**src/rtl/pipe_flow_ctrl.sv**
```systemverilog
// pipe_flow_ctrl: valid/ready sequencing for a companion register_pipe.
// Tracks which pipe slots hold live data, drives the pipe clock enable,
// stalls the whole pipe on downstream backpressure and supports a
// synchronous flush. No data passes through this block.
module pipe_flow_ctrl #(
    parameter int DEPTH = 6,
    parameter int CNT_W = 16
) (
    input  logic                       clk,
    input  logic                       rst,
    input  logic                       in_valid,
    output logic                       in_ready,
    output logic                       out_valid,
    input  logic                       out_ready,
    input  logic                       flush,
    output logic                       ce,
    output logic [$clog2(DEPTH+1)-1:0] occupancy,
    output logic [1:0]                 state,
    output logic [CNT_W-1:0]           stall_cnt
);

    localparam int OCC_W = $clog2(DEPTH+1);

    typedef enum logic [1:0] {
        IDLE  = 2'd0,
        RUN   = 2'd1,
        STALL = 2'd2,
        FLUSH = 2'd3
    } state_t;

    state_t           state_reg;
    state_t           state_next;
    logic [DEPTH-1:0] v_reg;
    logic [DEPTH-1:0] v_next;
    logic [DEPTH-1:0] v_shift;
    logic [OCC_W-1:0] occ_reg;
    logic [OCC_W-1:0] occ_next;
    logic [CNT_W-1:0] stall_cnt_reg;
    logic             stall;
    logic             in_fire;
    logic             out_fire;

    // Valid vector advanced by one slot: new input enters slot 0, slot
    // DEPTH-1 mirrors the pipe's dout.
    assign v_shift[0] = in_valid;
    genvar gi;
    generate
        for (gi = 1; gi < DEPTH; gi++) begin : g_shift
            assign v_shift[gi] = v_reg[gi-1];
        end
    endgenerate

    // Handshake and enable are purely combinational on the live valid vector,
    // so backpressure freezes the pipe in the same cycle out_ready drops.
    always_comb begin
        stall     = v_reg[DEPTH-1] & ~out_ready;
        ce        = ~flush & (state_reg != FLUSH) & ~stall;
        in_ready  = ce;
        out_valid = v_reg[DEPTH-1] & ~flush & (state_reg != FLUSH);
        in_fire   = ce & in_valid;
        out_fire  = ce & v_reg[DEPTH-1];
    end

    // Next valid vector, occupancy and state; flush outranks any fire.
    always_comb begin
        v_next     = v_reg;
        occ_next   = occ_reg;
        state_next = state_reg;
        if (flush) begin
            v_next     = '0;
            occ_next   = '0;
            state_next = FLUSH;
        end else if (state_reg == FLUSH) begin
            v_next     = '0;
            occ_next   = '0;
            state_next = IDLE;
        end else begin
            if (ce) begin
                v_next   = v_shift;
                occ_next = occ_reg + OCC_W'(in_fire) - OCC_W'(out_fire);
            end
            if (v_next[DEPTH-1] && !out_ready) begin
                state_next = STALL;
            end else if (occ_next != '0) begin
                state_next = RUN;
            end else begin
                state_next = IDLE;
            end
        end
    end

    // Control state registers.
    always_ff @(posedge clk or negedge rst) begin
        if (!rst) begin
            v_reg     <= '0;
            occ_reg   <= '0;
            state_reg <= IDLE;
        end else begin
            v_reg     <= v_next;
            occ_reg   <= occ_next;
            state_reg <= state_next;
        end
    end

    // Saturating count of cycles with the output held by backpressure.
    always_ff @(posedge clk or negedge rst) begin
        if (!rst) begin
            stall_cnt_reg <= '0;
        end else if (stall && (stall_cnt_reg != {CNT_W{1'b1}})) begin
            stall_cnt_reg <= stall_cnt_reg + CNT_W'(1);
        end
    end

    assign occupancy = occ_reg;
    assign state     = state_reg;
    assign stall_cnt = stall_cnt_reg;

endmodule

```
**config.mk**
```make
export PLATFORM = sky130hd
export DESIGN_NAME = pipe_flow_ctrl
export DESIGN_NICKNAME = d
export VERILOG_FILES = /design/src/rtl/pipe_flow_ctrl.sv
export SDC_FILE = /design/constraint.sdc
export NUM_CORES = 1
export LEC_CHECK = 0
export ABC_AREA = 1
export BUFFER_PORTS_ARGS = -buffer_cell sky130_fd_sc_hd__buf_2
export CORE_MARGIN = 2
export CORE_UTILIZATION = 55
export CTS_CLUSTER_SIZE = 25
export DETAILED_ROUTE_END_ITERATION = 8
export PLACE_DENSITY = 0.8
export SYNTH_ARGS = -nofsm -noshare
export SYNTH_HDL_FRONTEND = slang
export SYNTH_SLANG_ARGS = --single-unit
export TNS_END_PERCENT = 30
```
**constraint.sdc**
```tcl
create_clock -name clk -period 6.2 [get_ports clk]
set_input_delay 1.24 -clock clk [delete_from_list [all_inputs] [get_ports clk]]
set_output_delay 1.24 -clock clk [all_outputs]
set_load 0.01 [all_outputs]
```
==> results of run 1 <==
cells by family after synthesis:
kind of cell             synth area share (%)
adder cells (fa/ha/maj)                  3.74
AND/OR/NAND/NOR                          34.1
buffers and inverters                    8.21
XOR/XNOR                                 4.55
AO/OA/AOI/OAI                            5.53
flip-flops                               43.9
layout by cell type (no fill, tap or decap), types with 2 or more instances in the layout:
master,Yosys,final
nor3_1,3,3
nor2_1,18,18
ha_1,3,3
xnor2_1,6,6
nand4_1,3,3
nand3_1,7,7
nand3_2,2,2
inv_1,24,24
buf_2,0,28
nand2_1,89,89
dfrtp_1,27,27
a21oi_1,4,4
o22ai_1,4,4
xor2_1,2,2
clkbuf_4,0,3
o21ai_0,8,8
where the power goes:
group / internal (mW) / leakage, nW / switching, mW
sequential: 0.179 / 0.370 / 0.00164
clock: 0.0247 / 0.0139 / 0.0550
combinational: 0.00623 / 0.534 / 0.0142
cell type report:
class / instances / area [um2]
fillers: 251 / 992
multi-input cells: 153 / 737
flip-flops and latches: 27 / 676
repair buffers: 28 / 140
inverters: 25 / 96.3
well taps: 31 / 38.8
clock buffers: 3 / 22.5
clock inverters: 1 / 7.51
final timing paths:
path                                from            to  slack, ns  cells past startpoint
worst max-delay path               flush            ce       2.89                      5
worst min-delay path            v_reg[0]      v_reg[1]       0.55                      2
worst max register to register  state[0]      state[0]       3.56                     16
worst min register to register  v_reg[0]      v_reg[1]       0.55                      2
max in group asynchronous            rst      v_reg[5]       4.92                      1
min in group asynchronous            rst  stall_cnt[2]       0.89                      1
per-layer routing:
layer	share of wire, %	GRT usage, %
met5	0	0
met2	45	32.8
met3	4.5	2.07
met1	50	31.8
met4	0.66	3.99
through the flow:
step / util, % / hold WS, ns / power (mW) / std cells
floorplan: - / 0.490 / 0.195 / 208
global placement: 62.3 / 0.508 / 0.204 / 264
detailed placement: 62.3 / 0.517 / 0.204 / 264
CTS: 63.4 / 0.552 / 0.283 / 268
global route: 63.4 / 0.571 / 0.291 / 268
finish: 63.4 / 0.553 / 0.280 / 268
worst register-to-register path, cell delays in order (launching register included):
cell	delay, ns
dfrtp_1	0.43
nand2_1	0.13
nand2_1	0.17
nor2_1	0.27
nand2_1	0.12
ha_1	0.28
inv_1	0.06
ha_1	0.13
inv_1	0.04
fa_1	0.47
inv_1	0.04
nand4_1	0.09
nand2_1	0.06
nor2_1	0.09
nand2_1	0.05
nand2_1	0.05
nand2_1	0.06
==> results.md, run 1 <==
* Outcome: finished, final reports clean
* Largest net degree at the start of global routing at 28
* Clk_lat worst skew at ~0.32 ns
* Cells after Synth at 208
* Post-CTS sizing at 0
* Setup Buffers After CTS at 0
* CP arrival at around 2.1 ns
* Fin. Hold Viols at 0
* Clock skew at 0.00167 ns
* Fraction of layout cells with a size suffix above 1 at 16.0%
* Synth Cell Area at ~1500 um2
* First DRT Iteration DRCs at 47
* Max reg flops at 16
* Commonest cells in the netlist: nand2_1 (89), dfrtp_1 (27), inv_1 (24), nor2_1 (18), o21ai_0 (8)
* Vias at around 1400
* Cell taking the most area after synthesis: dfrtp_1
* Post-route design area at about 1700 um2
* Initial antenna violation count at 0
* Total GRT Usage at a little over a fifth
* Area Growth Syn to Fin at 11.6%
* Placed Area at between 1500 and 2000 um2
* Worst vdd ir at roughly 140 uV
* RSZ-0062 raised after global routing: no
* Fin crit share at between 50% and 60%
* WL per Instance at between 10 and 15 um
* Initial DRT Pass Iterations at 4
* Endpoints failing setup at 0
* Post-synth EDFFs at 0
* Top-count cell post-synth: nand2_1
* DP Wirelength at 2230 um
* Max-Cap Viols at 0
* Chip height at approximately 57 um
* Htree depth at 1
* Async SR Flop Fraction at 100%
* Syn Area/Cell at around 7.4 um2
* Placeable Area at approximately 2700 um2
* Clock Tree Buf Depth at 2
* Slew HR at 60.1%
* CTS tree: yes
* CP max-delay cell: nor2_1
* Total grt overflow at 0
* Crit path buffers/inverters at 3
* Crit Path Class: primary input to primary output
* Clock root cell: clkbuf_4
* Final TNS setup at 0 ns
* Min Clock Period, post-route at around 3.3 ns
* Port buffer count at 28
* Nets at ~250
* First-pass GRT wire length at between 5000 and 6000 um
* Post-synthesis net count at around 220
* Ys Warns at 0
* CTS hold repair buffers at 0
* FP Rows at 19
* Io pins at 29
* Yosys reg bits at 27
* Width of the die at around 57 um
* CP Launch Type: primary input
* Post-Place Setup Slack at roughly 2.6 ns
* Initial core utilization at between 50% and 60%
* Slew Viols, Final at 0
* Sequential share of the synthesized area at 43.9%
* Final antenna diode count at 0
* Setup ws final at between 2 and 3 ns
* Worst Max-Slew Pin Slew at 0.598 ns
* Kind of cell adding the most delay to the critical path: simple AND/OR/NAND/NOR gates
* Drt total wl at around 3000 um
* Pwr dens at 163 nW/um2
* CP Cell Sequence: buf_2, inv_1, nand2_1, nor2_1, buf_2
* Cell mode on critical path: buf_2
* Primary FF master, synth: dfrtp_1
* ANT nets after route at 0
* CP max FO at 7
* Crit path largest cell delay at roughly 0.27 ns
* Residual DRC count at 0
* Worst setup EP type: primary output
* Hold WC Path Type: flop to flop
* Via/cell ratio at 5.16
* Leakage at approximately 0.9 nW
* Total Die Area at 3240 um2
* Synth cell types at 21
* Cts bufs inserted at 3
* Clk sinks at 27
* Top cells by area, synth: dfrtp_1 (44%), nand2_1 (22%), inv_1 (5.9%)
* Fmax at between 0.3 and 0.4 GHz
* Gpl congestion at between 0.8 and 0.9
* Worst endpoint required time at slightly below 5 ns
* Clk slew on worst S/H paths at about 0.15 ns
* Vias in the first global route at between 1000 and 1500
* Synth top area share at about 44%
No activity file was read; power rests on OpenSTA's default activity.
==> run 2, diff against run 1 <==
--- a/config.mk
+++ b/config.mk
@@ -8,10 +8,10 @@
 export ABC_AREA = 1
 export BUFFER_PORTS_ARGS = -buffer_cell sky130_fd_sc_hd__buf_2
 export CORE_MARGIN = 2
-export CORE_UTILIZATION = 55
+export CORE_UTILIZATION = 54
 export CTS_CLUSTER_SIZE = 25
 export DETAILED_ROUTE_END_ITERATION = 8
-export PLACE_DENSITY = 0.8
+export PLACE_DENSITY = 0.79
 export SYNTH_ARGS = -nofsm -noshare
 export SYNTH_HDL_FRONTEND = slang
 export SYNTH_SLANG_ARGS = --single-unit
==> constraint.sdc (replaced) <==
create_clock -name clk -period 3.3 [get_ports clk]
set_input_delay 0.66 -clock clk [delete_from_list [all_inputs] [get_ports clk]]
set_output_delay 0.66 -clock clk [all_outputs]
set_load 0.01 [all_outputs]
==> results.md, run 2 (same netlist as run 1, synthesis figures left out) <==
* Outcome: finished, final reports clean
* ANT nets after route at 0
* CTS tree: yes
* First DRT Iteration DRCs at 34
* Initial antenna violation count at 0
* Fin. Hold Viols at 0
* Max reg flops at 16
* CP max FO at 7
* Crit Path Class: flop to flop
* Most common library cell in the layout ignoring fill and taps: nand2_1
* Vias in the first global route at between 1000 and 1500
* Drt total wl at slightly below 3000 um
* Initial DRT Pass Iterations at 4
* Min Clock Period, post-route at 2.68 ns
* Total GRT Usage at 19.4%
* Clk slew on worst S/H paths at roughly 0.14 ns
* Final TNS setup at 0 ns
* Clock skew at around 0.018 ns
* Worst setup EP type: flop
* CTS hold repair buffers at 0
* WL per Instance at 10.8 um
* Hold WC Path Type: primary input to async pin
* Width of the die at about 57 um
* Worst vdd ir at 346 uV
* Clock root cell: clkbuf_4
* Nets at ~250
* Worst reg2reg endpoint: state[0]
* Endpoints failing setup at 0
* Setup Buffers After CTS at 0
* RSZ-0062 raised after global routing: no
* Fmax at around 0.37 GHz
* Chip height at roughly 57 um
* Post-route design area at 1710 um2
* Worst Max-Slew Pin Slew at ~0.59 ns
* Worst Setup EP: state[0]
* Pwr dens at 299 nW/um2
* Reg2Reg Depth at 16
* Final antenna diode count at 0
* Largest net degree at the start of global routing at 28
* Clk_lat worst skew at ~0.32 ns
* Slew HR at 60.9%
* Cts bufs inserted at 3
* Io pins at 29
* Clock Tree Buf Depth at 2
* Initial core utilization at a little under three fifths
* Worst Setup SP: state[1]
* Slew Viols, Final at 0
* Placed Area at between 1500 and 2000 um2
* Worst flop-to-flop path startpoint: state[1]
* DP Wirelength at 2240 um
* CP arrival at 2.90 ns
* Gpl congestion at 0.833
* Total power at 0.513 mW
* Clk sinks at 27
* Port buffer count at 28
* Vias at around 1300
* Total Die Area at between 3000 and 4000 um2
* Via/cell ratio at 4.84
* Fin crit share at between 80% and 90%
* Most frequent cells in the layout: nand2_1 (89), buf_2 (28), dfrtp_1 (27)
* Total grt overflow at 0
* First-pass GRT wire length at around 5000 um
* R2R Setup Slk at 0.62 ns
* Placeable Area at 2730 um2
* Worst endpoint required time at roughly 3.5 ns
* Residual DRC count at 0
* Area Growth Syn to Fin at 11.4%
* Fraction of layout cells with a size suffix above 1 at 15.6%
* Leakage at 0.919 nW
* CP Launch Type: flop
* Max-Cap Viols at 0
* Htree depth at 1
* Post-CTS sizing at 0
* FP Rows at 19
==> run 2: through the flow <==
step                      cells  hold slack, ns  setup WS, ns  util (%)
after floorplan             208           0.364         0.528         -
after global placement      264           0.503         0.427      61.7
after detailed placement    264           0.518         0.295      61.7
after CTS                   268           0.325         0.640      62.7
after global routing        268           0.352         0.402      62.7
final                       268           0.316         0.624      62.7
==> run 2: power breakdown <==
group | switching [mW] | internal [mW] | total, mW | leakage [nW]
clock | 0.0891 | 0.0472 | 0.136 | 0.0150
combinational | 0.0265 | 0.0118 | 0.0383 | 0.534
sequential | 0.00307 | 0.336 | 0.339 | 0.370
==> run 2: per-layer routing <==
| layer | vias to the layer above | part of all wire, % | track usage [%] |
|---|---|---|---|
| met3 | 2 | 3.5 | 4.08 |
| met5 | - | 0 | 0 |
| met2 | 23 | 42 | 28.2 |
| li1 | 705 | - | - |
| met1 | 567 | 53 | 29.5 |
| met4 | 0 | 0.83 | 4.98 |
==> run 2: how the worst min path moves through the flow <==
stage and to:
5_1_grt stall_cnt[5], 2_1_floorplan occupancy[0], 6_report stall_cnt[5], 3_3_place_gp v_reg[3], 4_1_cts stall_cnt[6], 3_5_place_dp stall_cnt[15]
==> run 2: final cells by class <==
type                            instances  area (um2)
Timing Repair Buffer                   28         140
Fill cell                             261        1020
Sequential cell                        27         676
Tap cell                               31        38.8
Multi-Input combinational cell        153         737
Inverter                               25        96.3
Clock buffer                            4        26.3
==> run 2: worst max-delay path, cell delays in order (launching register included) <==
cell,delay (ns)
dfrtp_1,0.42
nand2_1,0.12
nand2_1,0.16
nor2_1,0.32
nand2_1,0.11
ha_1,0.29
inv_1,0.06
ha_1,0.13
inv_1,0.05
fa_1,0.47
inv_1,0.04
nand4_1,0.10
nand2_1,0.06
nor2_1,0.09
nand2_1,0.06
nand2_1,0.05
nand2_1,0.05
